### src/rtl/counter_pkg.sv
// Shared constants for the counter controller: direction encoding, default
// timing parameters and a counter-width helper.
package counter_pkg;

   localparam logic DIR_UP   = 1'b1;
   localparam logic DIR_DOWN = 1'b0;

   localparam int TICK_DIV_DEF        = 32'd50000000;
   localparam int DEBOUNCE_CYCLES_DEF = 32'd500000;

   // Width of a counter covering 0..n-1, never narrower than one bit.
   function automatic int cnt_width(input int n);
      if (n > 32'sd1) begin
         return $clog2(n);
      end else begin
         return 32'sd1;
      end
   endfunction

endpackage

### src/rtl/counter_ctrl_if.sv
// Button inputs and counter-control outputs of counter_ctrl, bundled for
// connection between the controller and its driver/consumer.
interface counter_ctrl_if;

   logic btn_dir;
   logic btn_pause;
   logic clk_en;
   logic up;
   logic paused;

   modport master (output btn_dir, output btn_pause,
                   input  clk_en,  input  up, input paused);

   modport slave  (input  btn_dir, input  btn_pause,
                   output clk_en,  output up, output paused);

endinterface

### src/rtl/counter_ctrl_debounce.sv
// Button conditioner: two-flop synchronizer, debounce counter, and a one-cycle
// press pulse on each accepted 0->1 level change.
module debounce
   import counter_pkg::*;
#(
   parameter int DEBOUNCE_CYCLES = DEBOUNCE_CYCLES_DEF
) (
   input  logic clk,
   input  logic rst,
   input  logic din,
   output logic level,
   output logic press
);

   localparam int              CW       = cnt_width(DEBOUNCE_CYCLES);
   localparam logic [CW-1:0]   CNT_LAST = CW'(DEBOUNCE_CYCLES - 1);
   localparam logic [CW-1:0]   CNT_ONE  = CW'(1);

   logic          sync1_r;
   logic          sync2_r;
   logic          level_r;
   logic          press_r;
   logic [CW-1:0] cnt_r;

   // Synchronize, then accept a new level only after it held for the full window.
   always_ff @(posedge clk or posedge rst) begin
      if (rst) begin
         sync1_r <= 1'b0;
         sync2_r <= 1'b0;
         level_r <= 1'b0;
         press_r <= 1'b0;
         cnt_r   <= '0;
      end else begin
         sync1_r <= din;
         sync2_r <= sync1_r;
         if (sync2_r != level_r) begin
            if (cnt_r == CNT_LAST) begin
               level_r <= sync2_r;
               press_r <= sync2_r;
               cnt_r   <= '0;
            end else begin
               press_r <= 1'b0;
               cnt_r   <= cnt_r + CNT_ONE;
            end
         end else begin
            press_r <= 1'b0;
            cnt_r   <= '0;
         end
      end
   end

   assign level = level_r;
   assign press = press_r;

endmodule

### src/rtl/counter_ctrl.sv
// Tick prescaler plus debounced direction/pause toggles driving a downstream
// 4-bit up/down counter.
module counter_ctrl
   import counter_pkg::*;
#(
   parameter int TICK_DIV        = TICK_DIV_DEF,
   parameter int DEBOUNCE_CYCLES = DEBOUNCE_CYCLES_DEF
) (
   input  logic          clk,
   input  logic          rst,
   counter_ctrl_if.slave bus
);

   localparam int            DW       = cnt_width(TICK_DIV);
   localparam logic [DW-1:0] DIV_LAST = DW'(TICK_DIV - 1);
   localparam logic [DW-1:0] DIV_ONE  = DW'(1);

   logic          dir_level_s;
   logic          dir_press_s;
   logic          pause_level_s;
   logic          pause_press_s;
   logic          dir_tgl_s;
   logic          pause_tgl_s;
   logic          run_s;
   logic [DW-1:0] div_cnt_r;
   logic          clk_en_r;
   logic          up_r;
   logic          paused_r;

   debounce #(.DEBOUNCE_CYCLES(DEBOUNCE_CYCLES)) u_dir_db (
      .clk   (clk),
      .rst   (rst),
      .din   (bus.btn_dir),
      .level (dir_level_s),
      .press (dir_press_s)
   );

   debounce #(.DEBOUNCE_CYCLES(DEBOUNCE_CYCLES)) u_pause_db (
      .clk   (clk),
      .rst   (rst),
      .din   (bus.btn_pause),
      .level (pause_level_s),
      .press (pause_press_s)
   );

   // Toggle requests; a pause toggle blocks counting on its own edge so a
   // pause that lands on terminal count suppresses the tick.
   always_comb begin
      dir_tgl_s   = dir_press_s & dir_level_s;
      pause_tgl_s = pause_press_s & pause_level_s;
      run_s       = 1'b0;
      if (!paused_r && !pause_tgl_s) begin
         run_s = 1'b1;
      end else begin
         run_s = 1'b0;
      end
   end

   // Prescaler, tick pulse and toggle registers.
   always_ff @(posedge clk or posedge rst) begin
      if (rst) begin
         div_cnt_r <= '0;
         clk_en_r  <= 1'b0;
         up_r      <= DIR_UP;
         paused_r  <= 1'b0;
      end else begin
         up_r     <= up_r ^ dir_tgl_s;
         paused_r <= paused_r ^ pause_tgl_s;
         if (run_s) begin
            if (div_cnt_r == DIV_LAST) begin
               div_cnt_r <= '0;
               clk_en_r  <= 1'b1;
            end else begin
               div_cnt_r <= div_cnt_r + DIV_ONE;
               clk_en_r  <= 1'b0;
            end
         end else begin
            clk_en_r <= 1'b0;
         end
      end
   end

   assign bus.clk_en = clk_en_r;
   assign bus.up     = up_r;
   assign bus.paused = paused_r;

endmodule

### src/flat_wrapper.sv
// flat-port wrapper written by rule: the top's interface ports become plain ports
module counter_ctrl_flat import counter_pkg::*;
#(
   parameter int TICK_DIV        = TICK_DIV_DEF,
   parameter int DEBOUNCE_CYCLES = DEBOUNCE_CYCLES_DEF
)
  (clk, rst, bus_btn_dir, bus_btn_pause, bus_clk_en, bus_up, bus_paused);
  counter_ctrl_if bus_i ();
  input  logic clk;
  input  logic rst;
  input wire logic [$bits(bus_i.btn_dir)-1:0] bus_btn_dir;
  input wire logic [$bits(bus_i.btn_pause)-1:0] bus_btn_pause;
  output wire logic [$bits(bus_i.clk_en)-1:0] bus_clk_en;
  output wire logic [$bits(bus_i.up)-1:0] bus_up;
  output wire logic [$bits(bus_i.paused)-1:0] bus_paused;
  assign bus_i.btn_dir = bus_btn_dir;
  assign bus_i.btn_pause = bus_btn_pause;
  assign bus_clk_en = bus_i.clk_en;
  assign bus_up = bus_i.up;
  assign bus_paused = bus_i.paused;
  counter_ctrl #(.TICK_DIV(TICK_DIV), .DEBOUNCE_CYCLES(DEBOUNCE_CYCLES)) u_core (.clk(clk), .rst(rst), .bus(bus_i));
endmodule
### config.mk
export PLATFORM = sky130hd
export DESIGN_NAME = counter_ctrl_flat
export DESIGN_NICKNAME = d
export VERILOG_FILES = /design/src/rtl/counter_pkg.sv /design/src/rtl/counter_ctrl_if.sv /design/src/rtl/counter_ctrl_debounce.sv /design/src/rtl/counter_ctrl.sv /design/src/flat_wrapper.sv
export SDC_FILE = /design/constraint.sdc
export NUM_CORES = 1
export LEC_CHECK = 0
export CAP_MARGIN = 25
export CELL_PAD_IN_SITES_DETAIL_PLACEMENT = 0
export CELL_PAD_IN_SITES_GLOBAL_PLACEMENT = 2
export CORE_UTILIZATION = 40
export CTS_BUF_LIST = sky130_fd_sc_hd__clkbuf_4 sky130_fd_sc_hd__clkbuf_8
export CTS_CLUSTER_DIAMETER = 200
export DETAILED_ROUTE_END_ITERATION = 10
export DONT_BUFFER_PORTS = 1
export PLACE_DENSITY_LB_ADDON = 0.1
export SLEW_MARGIN = 5
export SYNTH_ARGS = -nofsm -noshare
export SYNTH_HDL_FRONTEND = slang
export SYNTH_HIERARCHICAL = 1
export SYNTH_SLANG_ARGS = --single-unit
export TNS_END_PERCENT = 20
### constraint.sdc
create_clock -name clk -period 3 [get_ports clk]
set_input_delay 0.15 -clock clk [delete_from_list [all_inputs] [get_ports clk]]
set_output_delay 0.15 -clock clk [all_outputs]
set_load 0.01 [all_outputs]
==> flow_metrics.py <==
metrics = {
    "cts": {
        "cts.sinks": 75,
        "root_buffer": "clkbuf_8",
        "cts_tree": "done",
        "ctsResizeCount": 0,
        "insertion_delay_ps": 350,
        "cts_buffer_depth": 2,
        "cts_made_buffers": 9,
        "htreeDepth": 3,
        "clkTransAtPathRegs_ps": 70,
        "cts_setup_buffers": 0,
        "cts_hold_buf": 3,
    },
    "final_layout": {
        "final_cell_mix": "dfrtp_1 (74), nor2_1 (46), xnor2_1 (33)",
        "fill_cells": 943,
        "final_common_cell": "dfrtp_1",
        "area_delta_synth_final_pct": 10.4,
        "n_antenna_cell": 0,
        "drive_gt1_share_pct": 13.2,
        "nNetsFinal": 390,
    },
    "die": {
        "boundaryPins": 7,
        "core-area_sq_um": 9280,
        "die_h_um": 100,
        "initial_core_util_pct": 41.5,
        "fp-row-count": 35,
        "die_area_sq_um": 10000,
        "die-width_um": 100,
    },
    "worst_setup_path": {
        "regToRegEndpoint": "u_core/div_cnt_r[19]",
        "cp_top_family": "simple AND/OR/NAND/NOR gates",
        "max_stage_delay_ps": 750,
        "cp.arrival_ps": 2350,
        "crit_slowest_cell": "or4_1",
        "end_kind": "flop",
        "path_max_fanout": 14,
        "critPathLaunchType": "flop",
        "cp_num_buf_inv": 1,
        "r2r_start": "u_core/bus.paused",
        "crit_chain": "inv_1, ha_1, nand3_1, or4_1, nor2_8, a21oi_1",
        "rr_worst_depth": 6,
        "cp.required_ps": 3210,
        "worstSetupPathType": "flop to flop",
        "r2r_setup_slack_ps": 870,
    },
    "outcome": {
        "status": "complete, no violations",
    },
    "synth": {
        "post_synth_num_cell_types": 47,
        "yosys.area.top_type": "dfrtp_1",
        "synth_top_area_share_pct": 48.1,
        "syn_inst": 367,
        "ys.flop_type": "dfrtp_1",
        "synth_warnings": 6,
        "syn-cell-area_sq_um": 3850,
        "ys_seq_area_share_pct": 48.7,
        "syn-num-nets": 376,
        "synth_seq_cells": 75,
        "synth.area.top_cells": "dfrtp_1 (48%), xnor2_1 (7.5%), nor2_1 (4.5%)",
        "synth_async_sr_flop_share_pct": 100,
        "syn-mean-instance-area_sq_um": 10.5,
        "synth_edf_count": 0,
    },
    "sta": {
        "finalHoldViolations": 0,
        "rsz0062_at_grt": "false",
        "relSlewSlack_pct": 54.3,
        "final_max_slew_viol_count": 0,
        "setup_viol": 0,
        "worstMarginPinSlew_ps": 679,
        "whs_ps": 302,
        "fin_tns_setup_ps": 0,
        "fmax_mhz": 469,
        "fin_worst_skew_ps": 12.1,
        "final.min_clock_period_ps": 2130,
        "finalCritPeriodShare_pct": 71.1,
    },
    "detailed_routing": {
        "via_count": 2689,
        "drt_first_pass_iters": 4,
        "top_layer": "met4",
        "drt_iter0_drc": 102,
        "wl_met1_mm": 3.85,
        "vias_per_cell": 5.22,
        "routed-wl-met3_um": 262,
        "drt_wl_total_mm": 7.66,
        "drc": 0,
        "wl_per_cell_um": 14.9,
        "ant_nets": 0,
        "route.met2.wl_mm": 3.46,
    },
    "grt": {
        "grt_pass1_wl_mm": 13.1,
        "antenna_found_initial": 0,
        "grt_max_degree": 30,
        "grt_pass1_vias": 2586,
        "grt-ovfl-total": 0,
        "grt_usage_pct": 17.1,
    },
    "power_and_ir_drop": {
        "finalPower_mw": 1.83,
        "power_per_cell_area_nw_per_um2": 429,
        "p_leak_nw": 1.78,
        "ir_drop_mv": 0.279,
    },
    "place": {
        "portBuffers": 0,
        "place_congestion": 0.736,
        "hpwl_mm": 5.28,
    },
    "worst_hold_path": {
        "hp-class": "input pin to asynchronous set/reset pin",
    },
    "run": {
        "cap_violations": 0,
    },
}
synth_stat cells (7+ instances only):
| cell type | count |
|---|---|
| nand3_1 | 23 |
| nor4_1 | 12 |
| inv_1 | 15 |
| dfrtp_1 | 74 |
| a21oi_1 | 14 |
| nand4_1 | 16 |
| mux2i_1 | 7 |
| nor2_1 | 46 |
| nor3_1 | 8 |
| xor2_1 | 11 |
| xnor2_1 | 33 |
| nand2_1 | 21 |
| nor2_2 | 8 |
state kept, by name (all words and copies together), names as in the netlist:
| name | flops |
|---|---|
| u_core/u_dir_db/press | 1 |
| u_core/u_pause_db/level | 1 |
| u_core/u_dir_db/level | 1 |
| u_core/u_pause_db/press | 1 |
| u_core/bus.paused | 1 |
| u_core/u_dir_db/cnt_r | 19 |
| u_core/div_cnt_r | 26 |
| u_core/u_pause_db/sync1_r | 1 |
| u_core/u_pause_db/cnt_r | 19 |
| u_core/u_pause_db/sync2_r | 1 |
| u_core/u_dir_db/sync1_r | 1 |
| u_core/u_dir_db/sync2_r | 1 |
| u_core/bus.up | 1 |
| u_core/bus.clk_en | 1 |
per-layer routing:
| layer | vias to the layer above | track usage (%) |
|---|---|---|
| met5 | - | 0 |
| met4 | 0 | 6.02 |
| met3 | 7 | 4.67 |
| met2 | 29 | 24.9 |
| met1 | 1310 | 24.2 |
| li1 | 1343 | - |
worst max path at each step:
stage | depth (start not counted) | startpoint | end | slack [ps]
floorplan | 9 | u_core/bus.paused | u_core/div_cnt_r[19] | 970
global placement | 6 | u_core/bus.paused | u_core/div_cnt_r[13] | 900
detailed placement | 6 | u_core/bus.paused | u_core/div_cnt_r[19] | 870
CTS | 6 | u_core/bus.paused | u_core/div_cnt_r[19] | 850
global route | 6 | u_core/bus.paused | u_core/div_cnt_r[14] | 730
finish | 6 | u_core/bus.paused | u_core/div_cnt_r[19] | 870
per-stage QoR:
| step | std cells | utilization [%] | instance area [sq um] | setup slack, ps |
|---|---|---|---|---|
| after floorplan | 367 | - | 3850 | 971 |
| after global placement | 494 | 43.0 | 3990 | 898 |
| after detailed placement | 494 | 43.0 | 3990 | 869 |
| after CTS | 513 | 45.4 | 4210 | 853 |
| after global routing | 515 | 45.8 | 4250 | 728 |
| final | 515 | 45.8 | 4250 | 866 |
worst reg2reg max path, delay by kind of cell, from the launching register on:
family                     cells  cell delay, ps
and+or+nand+nor                3            1280
DFF                            1             420
adders and majority gates      1             160
buffers and inverters          1              70
AOI/OAI and AO/OA              1              70
cell families after synthesis:
kind of cell / count (synthesis) / synth area share, %
multiplexers: 9 / 2.40
adder cells (fa/ha/maj): 5 / 1.62
flip-flops: 75 / 48.7
buffers and inverters: 21 / 2.89
AO/OA/AOI/OAI: 30 / 5.07
XOR/XNOR: 44 / 10.0
AND/OR/NAND/NOR: 183 / 29.3
power by group:
group	switching (mW)	internal [mW]
clock network	0.353	0.385
logic	0.0370	0.0192
registers	0.0114	1.02
total	0.402	1.42
cell type report:
type	instances	area (sq um)	share of cell area, %
timing repair buffer	9	103	2.41
clock inverter	2	10.0	0.235
tap	129	161	3.80
sequential	75	1880	44.2
clock buffer	14	180	4.24
inverter	15	56.3	1.32
multi-input combinational	271	1860	43.8
Power figures use the tool's default switching activity.
